`src/rtl/simple_definitions.sv`:
```
// Shared definitions for the simple pipeline controller: default widths and the
// controller FSM state encoding.
package simple_definitions;

  localparam int PC_W_DEF   = 8;
  localparam int PC_MAX_DEF = 255;
  localparam int RF_AW_DEF  = 5;
  localparam int RET_W      = 16;

  typedef enum logic [1:0] {
    ST_IDLE  = 2'd0,
    ST_RUN   = 2'd1,
    ST_DRAIN = 2'd2,
    ST_HALT  = 2'd3
  } state_e;

endpackage

```
`src/rtl/simple_hazard_unit.sv`:
```
// Read-after-write / write-after-write detector: flags an ID instruction whose rs or rd
// collides with the destination of a valid, register-writing instruction in EX or WB.
module simple_hazard_unit
  import simple_definitions::*;
#(
  parameter int RF_AW = RF_AW_DEF
) (
  input  logic             id_valid_i,
  input  logic [RF_AW-1:0] id_rs_addr_i,
  input  logic [RF_AW-1:0] id_rd_addr_i,
  input  logic             ex_valid_i,
  input  logic             ex_writes_rf_i,
  input  logic [RF_AW-1:0] ex_rd_addr_i,
  input  logic             wb_valid_i,
  input  logic             wb_writes_rf_i,
  input  logic [RF_AW-1:0] wb_rd_addr_i,
  output logic             hazard_o
);

  logic ex_hit;
  logic wb_hit;

  assign ex_hit = ex_valid_i && ex_writes_rf_i &&
                  ((id_rs_addr_i == ex_rd_addr_i) || (id_rd_addr_i == ex_rd_addr_i));
  assign wb_hit = wb_valid_i && wb_writes_rf_i &&
                  ((id_rs_addr_i == wb_rd_addr_i) || (id_rd_addr_i == wb_rd_addr_i));

  assign hazard_o = id_valid_i && (ex_hit || wb_hit);

endmodule

```
`src/rtl/simple_pipe_ctrl.sv`:
```
// Sequencer for a 4-stage IF/ID/EX/WB pipeline: issues fetch addresses, tracks stage
// validity and destination registers, stalls on hazards and drains on ALU stop.
module simple_pipe_ctrl
  import simple_definitions::*;
#(
  parameter int PC_W   = PC_W_DEF,
  parameter int PC_MAX = PC_MAX_DEF,
  parameter int RF_AW  = RF_AW_DEF
) (
  input  logic             clk,
  input  logic             n_reset,
  input  logic             start_i,
  input  logic [RF_AW-1:0] id_rs_addr_i,
  input  logic [RF_AW-1:0] id_rd_addr_i,
  input  logic             id_writes_rf_i,
  input  logic             ex_stop_i,
  output logic [PC_W-1:0]  pc_o,
  output logic             id_valid_o,
  output logic             ex_valid_o,
  output logic             wb_valid_o,
  output logic             rf_wen_o,
  output logic             stall_o,
  output logic             busy_o,
  output logic             done_o,
  output logic [RET_W-1:0] retired_o
);

  localparam logic [PC_W-1:0] PC_LAST = PC_W'(PC_MAX);

  state_e            state_q, state_d;
  logic [PC_W-1:0]   pc_q, pc_d;
  logic              id_valid_q, id_valid_d;
  logic              ex_valid_q, ex_valid_d;
  logic              wb_valid_q, wb_valid_d;
  logic [RF_AW-1:0]  ex_rd_q, ex_rd_d;
  logic [RF_AW-1:0]  wb_rd_q, wb_rd_d;
  logic              ex_wr_q, ex_wr_d;
  logic              wb_wr_q, wb_wr_d;
  logic [RET_W-1:0]  retired_q, retired_d;

  logic hazard;
  logic stop;
  logic stall;
  logic fetch;
  logic launch;

  simple_hazard_unit #(.RF_AW(RF_AW)) u_hazard (
    .id_valid_i     (id_valid_q),
    .id_rs_addr_i   (id_rs_addr_i),
    .id_rd_addr_i   (id_rd_addr_i),
    .ex_valid_i     (ex_valid_q),
    .ex_writes_rf_i (ex_wr_q),
    .ex_rd_addr_i   (ex_rd_q),
    .wb_valid_i     (wb_valid_q),
    .wb_writes_rf_i (wb_wr_q),
    .wb_rd_addr_i   (wb_rd_q),
    .hazard_o       (hazard)
  );

  // A stop squashes the ID instruction, so any hazard it carried no longer matters.
  assign stop   = ex_stop_i && ex_valid_q;
  assign stall  = hazard && !stop;
  assign fetch  = (state_q == ST_RUN) && !stall && !stop;
  assign launch = start_i && ((state_q == ST_IDLE) || (state_q == ST_HALT));

  always_comb begin
    id_valid_d = stop ? 1'b0 : (stall ? id_valid_q : fetch);
    ex_valid_d = id_valid_q && !stall && !stop;
    ex_rd_d    = ex_valid_d ? id_rd_addr_i   : ex_rd_q;
    ex_wr_d    = ex_valid_d ? id_writes_rf_i : ex_wr_q;
    wb_valid_d = ex_valid_q;
    wb_rd_d    = ex_rd_q;
    wb_wr_d    = ex_wr_q;

    pc_d = pc_q;
    if (launch) begin
      pc_d = '0;
    end else if (fetch && (pc_q != PC_LAST)) begin
      pc_d = pc_q + PC_W'(1);
    end

    retired_d = retired_q;
    if (launch) begin
      retired_d = '0;
    end else if (wb_valid_q && (retired_q != {RET_W{1'b1}})) begin
      retired_d = retired_q + RET_W'(1);
    end

    state_d = state_q;
    unique case (state_q)
      ST_IDLE, ST_HALT: begin
        if (launch) state_d = ST_RUN;
      end
      ST_RUN: begin
        if (stop || (fetch && (pc_q == PC_LAST))) state_d = ST_DRAIN;
      end
      ST_DRAIN: begin
        if (!(id_valid_d || ex_valid_d || wb_valid_d)) state_d = ST_HALT;
      end
      default: state_d = ST_IDLE;
    endcase
  end

  always_ff @(posedge clk) begin
    if (!n_reset) begin
      state_q    <= ST_IDLE;
      pc_q       <= '0;
      id_valid_q <= 1'b0;
      ex_valid_q <= 1'b0;
      wb_valid_q <= 1'b0;
      ex_rd_q    <= '0;
      wb_rd_q    <= '0;
      ex_wr_q    <= 1'b0;
      wb_wr_q    <= 1'b0;
      retired_q  <= '0;
    end else begin
      state_q    <= state_d;
      pc_q       <= pc_d;
      id_valid_q <= id_valid_d;
      ex_valid_q <= ex_valid_d;
      wb_valid_q <= wb_valid_d;
      ex_rd_q    <= ex_rd_d;
      wb_rd_q    <= wb_rd_d;
      ex_wr_q    <= ex_wr_d;
      wb_wr_q    <= wb_wr_d;
      retired_q  <= retired_d;
    end
  end

  assign pc_o       = pc_q;
  assign id_valid_o = id_valid_q;
  assign ex_valid_o = ex_valid_q;
  assign wb_valid_o = wb_valid_q;
  assign rf_wen_o   = wb_valid_q && wb_wr_q;
  assign stall_o    = stall;
  assign busy_o     = (state_q == ST_RUN) || (state_q == ST_DRAIN);
  assign done_o     = (state_q == ST_HALT);
  assign retired_o  = retired_q;

endmodule

```
`config.mk`:
```
export PLATFORM = sky130hd
export DESIGN_NAME = simple_pipe_ctrl
export DESIGN_NICKNAME = d
export VERILOG_FILES = /design/src/rtl/simple_definitions.sv /design/src/rtl/simple_hazard_unit.sv /design/src/rtl/simple_pipe_ctrl.sv
export SDC_FILE = /design/constraint.sdc
export NUM_CORES = 1
export LEC_CHECK = 0
export CAP_MARGIN = 10
export CORE_MARGIN = 1.5
export CORE_UTILIZATION = 40
export CTS_CLUSTER_SIZE = 30
export DETAILED_ROUTE_END_ITERATION = 10
export PLACE_DENSITY = 0.75
export RECOVER_POWER = 100
export SYNTH_ARGS = -nofsm -noshare
export SYNTH_HDL_FRONTEND = slang
export SYNTH_SLANG_ARGS = --single-unit
export TNS_END_PERCENT = 20
```
`constraint.sdc`:
```
create_clock -name clk -period 1.95 [get_ports clk]
set_clock_uncertainty 0.1 [all_clocks]
set_input_delay 0.39 -clock clk [delete_from_list [all_inputs] [get_ports clk]]
set_output_delay 0.39 -clock clk [all_outputs]
set_load 0.05 [all_outputs]
```
==> impl_metrics.csv, run 1 <==
group,metric,value,unit
status,outcome,"finished with violations",
status,violations,"negative setup slack",
power,total_power,2.424,mW
die,die_h,73.53,um
place,dp_slack,-0.6168,ns
detailed_routing,first_iter_violations,91,
grt,antenna_found_initial,0,
grt,track_usage,17.79,%
power,combPwrFrac,35.1,%
timing,period_needed,2.206,ns
setup_path,crit_path_end_kind,"output port",
timing,finalWorstSetupSlack,-0.2557,ns
timing,rsz0062_at_grt,"true",
grt,grt_pass1_wl,7348,um
clock_tree,root_buffer,"clkbuf_8",
setup_path,cp-start-kind,"flop",
logic_synthesis,synth_nets,238,
finish,diodes,0,
timing,hold_slack,0.3708,ns
detailed_routing,drt-pass1-iter-count,4,
detailed_routing,routedWlPerCell,12.37,um
flow_run,max-cap-violations,0,
logic_synthesis,synth_area_per_cell,9.168,um2
logic_synthesis,syn_inst,217,
setup_path,cp_max_fo,3,
finish,fillCellCount,478,
logic_synthesis,synthFlopType,"dfxtp_1",
clock_tree,worstSkewPairLatency,0.30,ns
place,io_buffers,45,
timing,post-route-period-util,113.1,%
power,switchingPower,873.0,uW
timing,relSlewSlack,59.50,%
setup_path,crit_type,"reg2out",
setup_path,crit_arrival,1.72,ns
grt,grt_max_degree,18,
timing,setup_violations,16,
power,p_leak,1.090,nW
place,gp_congestion,0.8008,
logic_synthesis,synth_edf_count,0,
timing,fmax,453.4,MHz
finish,drive_gt1_share,24.24,%
setup_path,cp.required,1.46,ns
detailed_routing,drc,0,
die,core,0.004755,mm2
timing,tightestPinTransition,0.6101,ns
clock_tree,htreeDepth,2,
power,p_int,1.551,mW
clock_tree,cts_buffer_depth,2,
place,postPlaceCellArea,0.002668,mm2
worst_hold_path,hp-class,"in2reg",
logic_synthesis,ys_warn_count,0,
logic_synthesis,yosysSeqAreaShare,41.26,%
finish,layout_common_cells,"28 x buf_4, 28 x clkbuf_1, 27 x xor2_1",
finish,finalInstanceArea,0.002705,mm2
clock_tree,cts_tree,"built",
detailed_routing,wl,4502,um
logic_synthesis,synth-seq-cells,41,
die,die-area,0.005406,mm2
finish,syn_to_final_growth,35.97,%
clock_tree,ctsHoldBuffers,0,
power,vdd_drop_max,0.9239,mV
clock_tree,clock_sinks,41,
die,rows,25,
detailed_routing,viasPerCell,4.940,
grt,grt_remaining_overflow,0,
power,seqPwrFrac,41.2,%
die,initial_core_util,41.84,%
power,clkPwrFrac,23.8,%
power,p_per_area,896.2,mW/mm2
power,switching_share,36.01,%
die,die_w,73.53,um
logic_synthesis,syn_area,0.001989,mm2
timing,hold_viol_final,0,
die,io_pins,46,
clock_tree,path_clk_slew,0.08,ns
logic_synthesis,postSynth.asyncResetShare,0,%
detailed_routing,via_count,1798,
place,hpwlAfterDp,3198,um
timing,maxSlewViolCount,0,
logic_synthesis,synth_cell_types,40,
finish,layout.nets,317,
detailed_routing,ant_nets,0,
grt,first_global_vias,1691,
clock_tree,cts-buffers-inserted,5,
[cell families (layout without fill, tap and decap cells)]
logic type	Yosys count	in the layout	synth area share, %
xor+xnor	33	33	14.53
flops	41	41	41.26
buf+inv	10	90	2.264
simple gates	84	84	22.26
mux	3	3	1.509
compound gates	40	40	14.40
fa+ha+maj	6	6	3.773
[metrics by stage]
step / setup TNS (ns) / utilization [%] / cells
2_1_floorplan: -0.005610 / - / 217
3_3_place_gp: -7.722 / 56.11 / 350
3_5_place_dp: -8.443 / 56.11 / 350
4_1_cts: -1.371 / 59.03 / 363
5_1_grt: -3.738 / 56.89 / 364
6_report: -1.855 / 56.89 / 364
[sequential cells by signal, indices dropped and copies added, names as in the netlist]
signal      count
ex_rd_q         5
ex_valid_o      1
ex_wr_q         1
id_valid_o      1
pc_o            8
retired_o      16
state_q         2
wb_rd_q         5
wb_valid_o      1
wb_wr_q         1
[metal layers]
layer  global-route usage [%]  part of all wire (%)  routed length (um)  vias to the layer above
li1                         -                     -                   -                      938
met1                    22.47                    47                2121                      820
met2                    28.43                    47                2098                       35
met3                    5.075                   4.6                 209                        5
met4                    7.202                   1.6                  73                        0
met5                        0                     0                   0                        -
[Yosys cell counts (2+ instances only)]
| master | number | share of area [%] |
|---|---|---|
| dfxtp_1 | 41 | 41 |
| xor2_1 | 28 | 12 |
| nor2_1 | 18 | 3.4 |
| nand2_1 | 15 | 2.8 |
| nand3_1 | 12 | 3.0 |
| and2_1 | 10 | 3.1 |
| nand4_1 | 9 | 2.8 |
| a21oi_1 | 6 | 1.5 |
| ha_1 | 6 | 3.8 |
| o21ai_1 | 6 | 1.5 |
| o22a_1 | 6 | 2.6 |
| or3_1 | 6 | 1.9 |
| inv_1 | 5 | 0.94 |
| nor4_1 | 5 | 1.6 |
| xnor2_1 | 5 | 2.2 |
| o21a_1 | 4 | 1.5 |
| o21ai_0 | 4 | 1.0 |
| clkbuf_1 | 3 | 0.57 |
| mux2i_1 | 3 | 1.5 |
| o211ai_1 | 3 | 1.1 |
| and4_1 | 2 | 0.88 |
| or4_1 | 2 | 0.75 |
[cell type report]
cell class	instances	area, um2	area share, %
clock buffer	5	68.82	2.544
clock inverter	3	21.27	0.7863
inverter	6	25.02	0.9251
multi-input combinational	166	1150	42.51
sequential	41	847.1	31.31
tap	67	83.83	3.099
timing repair buffer	76	509.2	18.83
[power groups by stage]
stage | combinational [mW] | sequential (mW) | clock [mW]
2_1_floorplan | 0.433 | 1.08 | 0
3_3_place_gp | 0.859 | 1.01 | 0
3_5_place_dp | 0.872 | 1.01 | 0
4_1_cts | 0.893 | 0.997 | 0.592
5_1_grt | 0.930 | 1.01 | 0.620
6_report | 0.850 | 0.998 | 0.576
[path summary, 6_finish.rpt]
kind	start	to	slack, ns	cells after the start
worst min-delay path	id_rd_addr_i[0]	ex_rd_q[0]$_SDFFE_PN0P_	0.37	2
worst max-delay path	ex_rd_q[2]$_SDFFE_PN0P_	stall_o	-0.26	6
worst max register to register	wb_rd_q[0]$_SDFF_PN0_	ex_rd_q[2]$_SDFFE_PN0P_	-0.18	11
worst min register to register	ex_wr_q$_SDFFE_PN0P_	wb_wr_q$_SDFF_PN0_	0.40	1
[timing repair]
item | 4_1_cts | 5_1_grt
buffers inserted | 5 | 1
endpoints found under the setup margin | 18 | 19
pin swaps | 8 | 0
resized for setup | 24 | 4
[worst max-delay path: stages (launching register included)]
cell and delay [ns]:
dfxtp_2 0.34, xor2_1 0.16, nor4_1 0.30, a22oi_1 0.15, a21bo_2 0.25, inv_4 0.08
buf_12 0.13
(Power assumes the default switching activity.)
==> run 2, diff against run 1 <==
Settings changed: SLEW_MARGIN set to 0.
==> results of run 2 <==
Same layout as run 1: the final DEF is identical, and so are final timing and power.
==> run 3, diff against run 2 <==
Settings changed: CORE_MARGIN 1.5 to not set, SLEW_MARGIN 0 to not set.
==> impl_metrics.csv, run 3 (synthesis gave the netlist of run 1 again) <==
group,metric,value,unit
die,die_h,72.53,um
finish,largest_reg_flops,16,
clock_tree,root_buffer,"clkbuf_8",
clock_tree,htreeDepth,2,
grt,grt_remaining_overflow,0,
detailed_routing,via_count,1819,
setup_path,crit_arrival,1.72,ns
setup_path,crit_chain,"xor2_1 > nor4_1 > a22oi_1 > a21bo_1 > inv_4 > buf_12",
timing,setup_violations,11,
grt,track_usage,17.67,%
timing,relSlewSlack,59.43,%
power,p_leak,1.085,nW
setup_path,slowest_stage,"dfxtp_2",
grt,first_global_vias,1601,
detailed_routing,ant_nets,0,
die,rows,25,
detailed_routing,first_iter_violations,53,
setup_path,cp-start-kind,"flop",
die,core,0.004755,mm2
worst_hold_path,hold_end,"ex_rd_q[4]$_SDFFE_PN0P_",
finish,layout.nets,315,
die,io_pins,46,
place,dp_slack,-0.6015,ns
detailed_routing,drc,0,
setup_path,crit_type,"reg2out",
place,io_buffers,45,
setup_path,reg2reg_depth,9,
setup_path,rr_endpoint,"pc_o[2]$_SDFFE_PP0P_",
flow_run,max-cap-violations,0,
finish,syn_to_final_growth,35.22,%
grt,grt_max_degree,21,
setup_path,r2r_setup_slack,-0.13,ns
timing,tightestPinTransition,0.6111,ns
timing,fmax,452.4,MHz
setup_path,cp.required,1.46,ns
clock_tree,cts-buffers-inserted,5,
clock_tree,path_clk_slew,0.10,ns
place,hpwlAfterDp,3214,um
power,vdd_drop_max,0.9720,mV
die,die-area,0.005260,mm2
worst_hold_path,hp-start,"id_rd_addr_i[4]",
place,gp_congestion,0.7993,
timing,maxSlewViolCount,0,
finish,layout_common_cells,"29 x clkbuf_1, 28 x xor2_1, 24 x buf_4",
detailed_routing,wl,4470,um
die,die_w,72.53,um
timing,post-route-period-util,113.3,%
setup_path,crit_path_end_kind,"output port",
status,outcome,"finished with violations",
grt,antenna_found_initial,0,
timing,period_needed,2.210,ns
timing,finalWorstSetupSlack,-0.2602,ns
clock_tree,cts_tree,"built",
detailed_routing,routedWlPerCell,12.35,um
setup_path,path_buf_inv,2,
timing,hold_viol_final,0,
grt,grt_pass1_wl,7182,um
status,violations,"negative setup slack",
worst_hold_path,hp-class,"in2reg",
place,postPlaceCellArea,0.002683,mm2
clock_tree,cts_buffer_depth,2,
timing,rsz0062_at_grt,"true",
setup_path,cp_max_fo,3,
finish,diodes,0,
worst_hold_path,hold_depth,2,
clock_tree,worstSkewPairLatency,0.30,ns
setup_path,cpPeakStageDelay,0.34,ns
die,initial_core_util,41.84,%
setup_path,r2r-start,"ex_rd_q[0]$_SDFFE_PN0P_",
power,p_per_area,902.3,mW/mm2
clock_tree,clock_sinks,41,
finish,final_common_cell,"clkbuf_1",
setup_path,crit_family,"compound AO/OA/AOI/OAI gates",
finish,finalInstanceArea,0.002690,mm2
finish,drive_gt1_share,23.05,%
detailed_routing,viasPerCell,5.025,
detailed_routing,drt-pass1-iter-count,4,
## run 3: cell types whose count changed in the layout (fill, tap and decap cells not counted), sizes merged
| cell | previous run | this run |
|---|---|---|
| buf | 30 | 26 |
| clkbuf | 37 | 39 |
| inv | 7 | 8 |
| clkinvlp | 1 | 0 |
## run 3: worst reg2reg max path: stages, from the launching register on
cell     delay [ns]
dfxtp_1        0.39
xor2_1         0.20
nor4_2         0.07
a22oi_1        0.20
a21bo_1        0.20
inv_4          0.06
buf_4          0.17
buf_4          0.15
or3_1          0.34
a21oi_1        0.14
## run 3: area by class of cell
type	count	area, um2
Multi-Input combinational cell	166	1152
Tap cell	67	83.83
Fill cell	478	2064
Clock inverter	3	23.77
Sequential cell	41	845.8
Inverter	6	25.02
Timing Repair Buffer	74	490.5
Clock buffer	5	68.82
## run 3: per-stage QoR
step | instances | hold slack [ns] | TNS [ns] | util [%] | power (mW)
CTS | 362 | 0.3613 | -0.8169 | 59.26 | 2.478
global placement | 352 | 0.3676 | -7.724 | 56.42 | 1.869
finish | 362 | 0.3785 | -1.029 | 56.58 | 2.427
global route | 362 | 0.3653 | -2.789 | 56.58 | 2.565
detailed placement | 352 | 0.3743 | -8.719 | 56.42 | 1.881
floorplan | 217 | 0.3528 | -0.005610 | - | 1.509
## run 3: worst max path at each step
stage	from	to	slack (ns)	cells past startpoint
CTS	wb_rd_q[4]$_SDFF_PN0_	stall_o	-0.25	6
detailed placement	id_rd_addr_i[4]	stall_o	-0.60	7
finish	ex_rd_q[2]$_SDFFE_PN0P_	stall_o	-0.26	6
global placement	id_rd_addr_i[4]	stall_o	-0.57	7
floorplan	pc_o[5]$_SDFFE_PP0P_	pc_o[7]$_SDFFE_PP0P_	-0.003	5
global route	ex_rd_q[0]$_SDFFE_PN0P_	stall_o	-0.36	6
## run 3: report_power, final
group | internal (mW) | switching (mW)
logic | 0.366 | 0.486
registers | 0.932 | 0.0673
clock network | 0.259 | 0.317
## run 3: what timing repair did
item,CTS,global route
hold buffers,0,0
buffers inserted,2,0
setup endpoints to repair,18,18
pin swaps,7,2
hold endpoints to repair,0,0
gates resized for setup,26,2
## run 3: per-layer routing
layer  track usage [%]  vias up  wire length [um]
li1                  -      930                 -
met5                 0        -                 0
met4             5.664        0                89
met3             4.306       12               182
met1             23.69      826              2125
met2             27.93       51              2073
